===== src/rtl/encrypt_channel_arbiter.sv =====
// Two-requester round-robin front end that serialises each accepted word into a
// framed MSB-first bitstream (sync bit, source-id bit, data bits, idle gap).
module encrypt_channel_arbiter #(
    parameter int DATA_W     = 8,
    parameter int GAP_CYCLES = 2
) (
    input  logic              i_clk,
    input  logic              i_rst,
    input  logic              i_enable,
    input  logic              i_req0_valid,
    input  logic [DATA_W-1:0] i_req0_data,
    output logic              o_req0_ready,
    input  logic              i_req1_valid,
    input  logic [DATA_W-1:0] i_req1_data,
    output logic              o_req1_ready,
    output logic              o_data,
    output logic              o_frame,
    output logic              o_src,
    output logic              o_busy
);

    localparam int CNT_W = (DATA_W > 1) ? $clog2(DATA_W) : 1;
    localparam int GAP_W = (GAP_CYCLES > 1) ? $clog2(GAP_CYCLES) : 1;

    typedef enum logic [2:0] {
        IDLE,
        SYNC,
        SRC,
        DATA,
        GAP
    } state_t;

    state_t             state_q, state_d;
    logic [DATA_W-1:0]  shift_q, shift_d;
    logic [CNT_W-1:0]   cnt_q, cnt_d;
    logic [GAP_W-1:0]   gap_q, gap_d;
    logic               last_src_q, last_src_d;
    logic               data_q, data_d;
    logic               frame_q, frame_d;
    logic               src_q, src_d;
    logic               busy_q, busy_d;
    logic               grant0, grant1;

    // Both valid: the requester that did not win last time gets the grant.
    always_comb begin
        grant0       = i_req0_valid & (~i_req1_valid | last_src_q);
        grant1       = i_req1_valid & (~i_req0_valid | ~last_src_q);
        o_req0_ready = ~i_rst & i_enable & (state_q == IDLE) & grant0;
        o_req1_ready = ~i_rst & i_enable & (state_q == IDLE) & grant1;
    end

    // Outputs are registered from the next state, so each bit appears the
    // cycle after the edge that enters its state.
    always_comb begin
        state_d    = state_q;
        shift_d    = shift_q;
        cnt_d      = cnt_q;
        gap_d      = gap_q;
        last_src_d = last_src_q;
        src_d      = src_q;
        data_d     = 1'b0;
        frame_d    = 1'b0;

        case (state_q)
            IDLE: begin
                if (o_req0_ready || o_req1_ready) begin
                    state_d    = SYNC;
                    src_d      = o_req1_ready;
                    last_src_d = o_req1_ready;
                    shift_d    = o_req1_ready ? i_req1_data : i_req0_data;
                    data_d     = 1'b1;
                    frame_d    = 1'b1;
                end
            end
            SYNC: begin
                state_d = SRC;
                data_d  = src_q;
                frame_d = 1'b1;
            end
            SRC: begin
                state_d = DATA;
                cnt_d   = '0;
                data_d  = shift_q[DATA_W-1];
                shift_d = shift_q << 1;
                frame_d = 1'b1;
            end
            DATA: begin
                if (cnt_q == CNT_W'(DATA_W - 1)) begin
                    gap_d   = '0;
                    state_d = (GAP_CYCLES == 0) ? IDLE : GAP;
                end else begin
                    cnt_d   = cnt_q + CNT_W'(1);
                    data_d  = shift_q[DATA_W-1];
                    shift_d = shift_q << 1;
                    frame_d = 1'b1;
                end
            end
            GAP: begin
                if (gap_q == GAP_W'(GAP_CYCLES - 1)) begin
                    state_d = IDLE;
                end else begin
                    gap_d = gap_q + GAP_W'(1);
                end
            end
            default: state_d = IDLE;
        endcase

        busy_d = (state_d != IDLE);
    end

    always_ff @(posedge i_clk) begin
        if (i_rst) begin
            state_q    <= IDLE;
            shift_q    <= '0;
            cnt_q      <= '0;
            gap_q      <= '0;
            last_src_q <= 1'b1;
            src_q      <= 1'b0;
            data_q     <= 1'b0;
            frame_q    <= 1'b0;
            busy_q     <= 1'b0;
        end else begin
            state_q    <= state_d;
            shift_q    <= shift_d;
            cnt_q      <= cnt_d;
            gap_q      <= gap_d;
            last_src_q <= last_src_d;
            src_q      <= src_d;
            data_q     <= data_d;
            frame_q    <= frame_d;
            busy_q     <= busy_d;
        end
    end

    assign o_data  = data_q;
    assign o_frame = frame_q;
    assign o_src   = src_q;
    assign o_busy  = busy_q;

endmodule


===== config.mk =====
export PLATFORM = sky130hd
export DESIGN_NAME = encrypt_channel_arbiter
export DESIGN_NICKNAME = d
export VERILOG_FILES = /design/src/rtl/encrypt_channel_arbiter.sv
export SDC_FILE = /design/constraint.sdc
export NUM_CORES = 1
export LEC_CHECK = 0
export CAP_MARGIN = 30
export CORE_ASPECT_RATIO = 1.2
export CORE_MARGIN = 4
export CORE_UTILIZATION = 50
export DETAILED_ROUTE_END_ITERATION = 7
export GPL_ROUTABILITY_DRIVEN = 0
export GPL_TIMING_DRIVEN = 0
export HOLD_SLACK_MARGIN = 0.06
export PLACE_DENSITY = 0.92
export SYNTH_ARGS = -nofsm -noshare
export SYNTH_HDL_FRONTEND = slang
export SYNTH_SLANG_ARGS = --single-unit

===== constraint.sdc =====
create_clock -name i_clk -period 2.9 [get_ports i_clk]
set_input_delay 0.435 -clock i_clk [delete_from_list [all_inputs] [get_ports i_clk]]
set_output_delay 0.435 -clock i_clk [all_outputs]
set_load 0.005 [all_outputs]

Word level (Yosys, flattened, before mapping)
Index checks and enable logic that the tools add are counted.
{"block": "op_classes", "n_addsub": 2, "n_eq_ne": 8, "mux": 18, "bitwise_logic": 12, "reduce_logical": 11}
{"op": "two-way mux 8 bit", "n": 3}
{"op": "case mux 8 bit (3 select lines)", "n": 1}
{"op": "case mux 3 bit (5 select lines)", "n": 1}
{"op": "two-way mux 3 bit", "n": 4}
{"op": "AND 1 bit", "n": 6}
{"op": "== test 3 x 2 -> 1 bit (second input constant)", "n": 2}
{"op": "== test 3 bit (second input constant)", "n": 2}
{"op": "case mux 3 bit (2 select lines)", "n": 1}
{"op": "AND reduction 2 bit", "n": 3}
{"op": "nonzero test 3 bit", "n": 2}
{"op": "two-way mux 1 bit", "n": 5}
{"op": "!= test 2 bit (second input constant)", "n": 2}
{"op": "inverter 1 bit", "n": 4}
{"op": "case mux 1 bit (4 select lines)", "n": 1}
{"op": "nonzero test 2 bit", "n": 2}
{"op": "adder 3 x 1 -> 3 bit (second input constant)", "n": 1}
{"op": "== test 3 x 1 -> 1 bit (second input constant)", "n": 1}
{"op": "logical NOT 3 bit", "n": 1}
{"op": "case mux 1 bit (3 select lines)", "n": 1}
{"op": "AND reduction 3 bit", "n": 1}
{"op": "!= test 2 x 1 -> 1 bit (second input constant)", "n": 1}
{"op": "OR 1 bit", "n": 2}
{"op": "case mux 1 bit (2 select lines)", "n": 1}
{"op": "OR reduction 2 bit", "n": 1}
{"op": "other kinds (2)", "n": 2}
{"block": "word_totals", "reg_bits": 20, "input_bits": 21, "out_inout_bits": 6}

Depth between registers and ports, before layout
{"block": "depth", "ltp_word": 8, "depth_mapped": 7, "ltp_nobuf": 6}

Worst setup path before layout
No wires, ideal clock.
{"block": "synth_timing", "kind": "register to output", "from": "register state_q[1]", "to": "output o_req1_ready", "arrival_ps": 1208, "path_slack_ps": 1257, "path_stages_with_launch": 5, "path_buffers": 1, "cell_sequence": "dfxtp_1 -> buf_6 -> nor4_4 -> nand4_4 -> clkinv_4"}
{"block": "synth_between", "elab_chain_len": 3}
{"item": "from (decl)", "line_no": "33", "rtl": "state_t state_q, state_d;"}
{"item": "from (signal assigned)", "line_no": "123", "rtl": "state_q <= state_d;"}
{"item": "logical NOT 3 bit", "line_no": "49", "rtl": "o_req1_ready = ~i_rst & i_enable & (state_q == IDLE) & grant1;"}
{"item": "AND 1 bit (2 in a row)", "line_no": "49"}
{"item": "to (decl)", "line_no": "15", "rtl": "output logic o_req1_ready,"}
Every way passes these cells.

Worst setup path in the final report
{"block": "layout_timing", "from": "input i_rst", "to": "output o_req1_ready"}
{"block": "layout_between", "elab_chain_len": 4}
{"item": "from (decl)", "line_no": "8", "rtl": "input logic i_rst,"}
{"item": "inverter 1 bit", "line_no": "49"}
{"item": "AND 1 bit (3 in a row)", "line_no": "49"}
Every way passes these cells.

==> flow_summary.ini <==
[outcome]
outcome = finished clean

[finish]
final_nets = 170
syn2layout_area_growth_pct = 35.2
layout-drive-gt1-share = 0.164
seqCellArea_um2 = 400
diodes = 0
final_cells = 165
multi_input_area_um2 = 558
fill_cells = 140

[yosys]
yosys-top-cells-area = dfxtp_1, o41ai_2, nor2_1
synthFlopType = dfxtp_1
synth.most_common_cell = nor2_1
synth_seq_area_share = 0.394
synth_area_um2 = 1020
synth_edf_count = 0
ys_types = 31
synth_common_cells = nor2_1, dfxtp_1, nand2_1
ys_warn_count = 0
post-synth-top-area-cell = dfxtp_1
async_reset_ff_frac = 0
syn_nets = 134
synth_seq_cells = 20
synth_top_area_frac = 0.394
syn_inst = 111
synth.avg_cell_area_um2 = 9.16

[flow_run]
cap_violations = 0

[sta]
fmax_mhz = 363
fin_tns_setup_ns = 0
slew_violations = 0
rsz0062_at_grt = false
setup_viol_count_final = 0
final-hold-violation-count = 0
fin_ws_ns = 0.142
max_slew_margin = 0.609
worst_pin_slew_ns = 0.587
final_min_period_over_clock_period = 0.951
skew_ns = 0.00691
fin_crit_ns = 2.76

[global_routing]
antenna_found_initial = 0
gr-usage-all-layers = 0.180
gr-total-overflow = 0
grt_pass1_vias = 918
grt_start_max_net_pins = 12
grt_first_pass_wirelength_um = 4060

[worst_setup_path]
cp-startpoint = i_rst
timing.rr.end = shift_q[5]
crit_required_ns = 2.47
crit_type = input port to primary output
cp.arrival_ns = 2.32
cp_max_fo = 10
r2r-start = state_q[2]
start_kind = input port
r2r_slack_ns = 1.07
end_kind = primary output
r2r_cells = 7
endpoint = o_req1_ready

[min_path]
worstHoldPathType = register to register

[detailed_routing]
drt-initial-drc-count = 28
dr.pass1.iters = 4
route.detailed.drc = 0
wire_per_inst_um = 14.5
wl_um = 2400
ant_nets = 0
vias = 939
routed_via_density = 5.69

[clocking]
cts_buffer_depth = 2
htreeDepth = 1
tritoncts = yes
insertion_delay_ns = 0.31
ctsHoldBuffers = 0
cts_resized = 0
root_buffer = clkbuf_4
cts_setup_buffers = 0
clock-sinks = 20
numCtsBuffers = 3
clkTransAtPathRegs_ns = 0.12

[power_and_ir_drop]
powerDensity_nw_per_um2 = 473
p_leak_nw = 0.569
peakVddDrop_mv = 0.406

[floorplan]
die_w_um = 49.2
row_count = 17
core_um2 = 1890
dieHeight_um = 57.4
die-area_um2 = 2820
pin_count = 27
initial_core_util = 0.537

[placed_design]
dp_slack_ns = 0.0783
place_inst = 156
port_buffers = 26
hpwl_um = 1750
[power breakdown]
part | internal [W] | switching, W | leakage (nW) | total [W]
clock | 0.0000768 | 0.0000907 | 0.0210 | 0.000167
combinational | 0.0000880 | 0.0000769 | 0.384 | 0.000165
sequential | 0.000302 | 0.0000165 | 0.164 | 0.000318
[worst max-delay path: stages]
cell	delay, ns
clkdlybuf4s50_1	0.52
nor4_4	0.46
nand4_4	0.23
clkinv_4	0.14
clkdlybuf4s50_1	0.53
[kinds of logic (layout without fill, tap and decap cells)]
logic type	Yosys count	after routing	synth area share
fa+ha+maj	2	2	0.0246
simple gates	52	52	0.262
compound gates	25	25	0.242
mux	2	2	0.0197
flops	20	20	0.394
buf+inv	10	45	0.0578
[stage by stage]
step                      power [W]  area [um^2]  hold slack, ns   util
final                      0.000650         1380           0.477  0.726
after global routing       0.000679         1380           0.500  0.726
after CTS                  0.000645         1340           0.474  0.707
after detailed placement   0.000479         1300           0.444  0.687
after global placement     0.000473         1300           0.433  0.687
after floorplan            0.000416         1020           0.426      -
[how the worst min path moves through the flow]
stage                 endpoint  slack (ns)  depth (start not counted)       start
floorplan           shift_q[0]        0.43                          2  shift_q[0]
global placement    shift_q[1]        0.43                          2  shift_q[1]
detailed placement  shift_q[1]        0.44                          2  shift_q[1]
CTS                 shift_q[1]        0.47                          2  shift_q[1]
global route        shift_q[1]        0.50                          2  shift_q[1]
finish              shift_q[7]        0.48                          2  shift_q[7]
[sequential cells by signal (all words and copies together), names as in the netlist]
register    cells
last_src_q      1
o_frame         1
o_busy          1
o_src           1
state_q         3
cnt_q           3
o_data          1
gap_q           1
shift_q         8
[final cells by class]
| type | count | area share |
|---|---|---|
| tap | 19 | 0.0173 |
| inverter | 4 | 0.0146 |
| timing repair buffer | 31 | 0.217 |
| clock buffer | 4 | 0.0264 |
| multi-input combinational | 81 | 0.406 |
| sequential | 20 | 0.291 |
| buffer | 6 | 0.0282 |
[routing by layer]
layer	vias to the layer above	GRT usage	routed length, um
li1	470	-	-
met1	441	0.217	1010
met2	23	0.316	1240
met3	5	0.0339	111
met4	0	0.0610	36
met5	-	0	0
[cell usage in the layout (no fill, tap or decap), drive strengths merged]
cell type      netlist  routed
a21o                 1       1
ha                   2       2
o21a                 2       2
clkinv               1       1
a22oi                2       2
buf                  3       8
a31oi                1       1
nor3                 9       9
o41ai                7       7
a21oi                3       3
dfxtp               20      20
mux2i                2       2
a211o                1       1
nand3                2       2
clkdlybuf4s50        0      26
or2b                 1       1
clkbuf               3       7
nor4                 1       1
nand3b               1       1
nor2                22      22
a211oi               2       2
o21ai                3       3
nand2               12      12
a221oi               1       1
o2111a               1       1
nor2b                2       2
nand2b               1       1
nand4                1       1
a311oi               1       1
inv                  3       3
No activity file was read; power rests on OpenSTA's default activity.
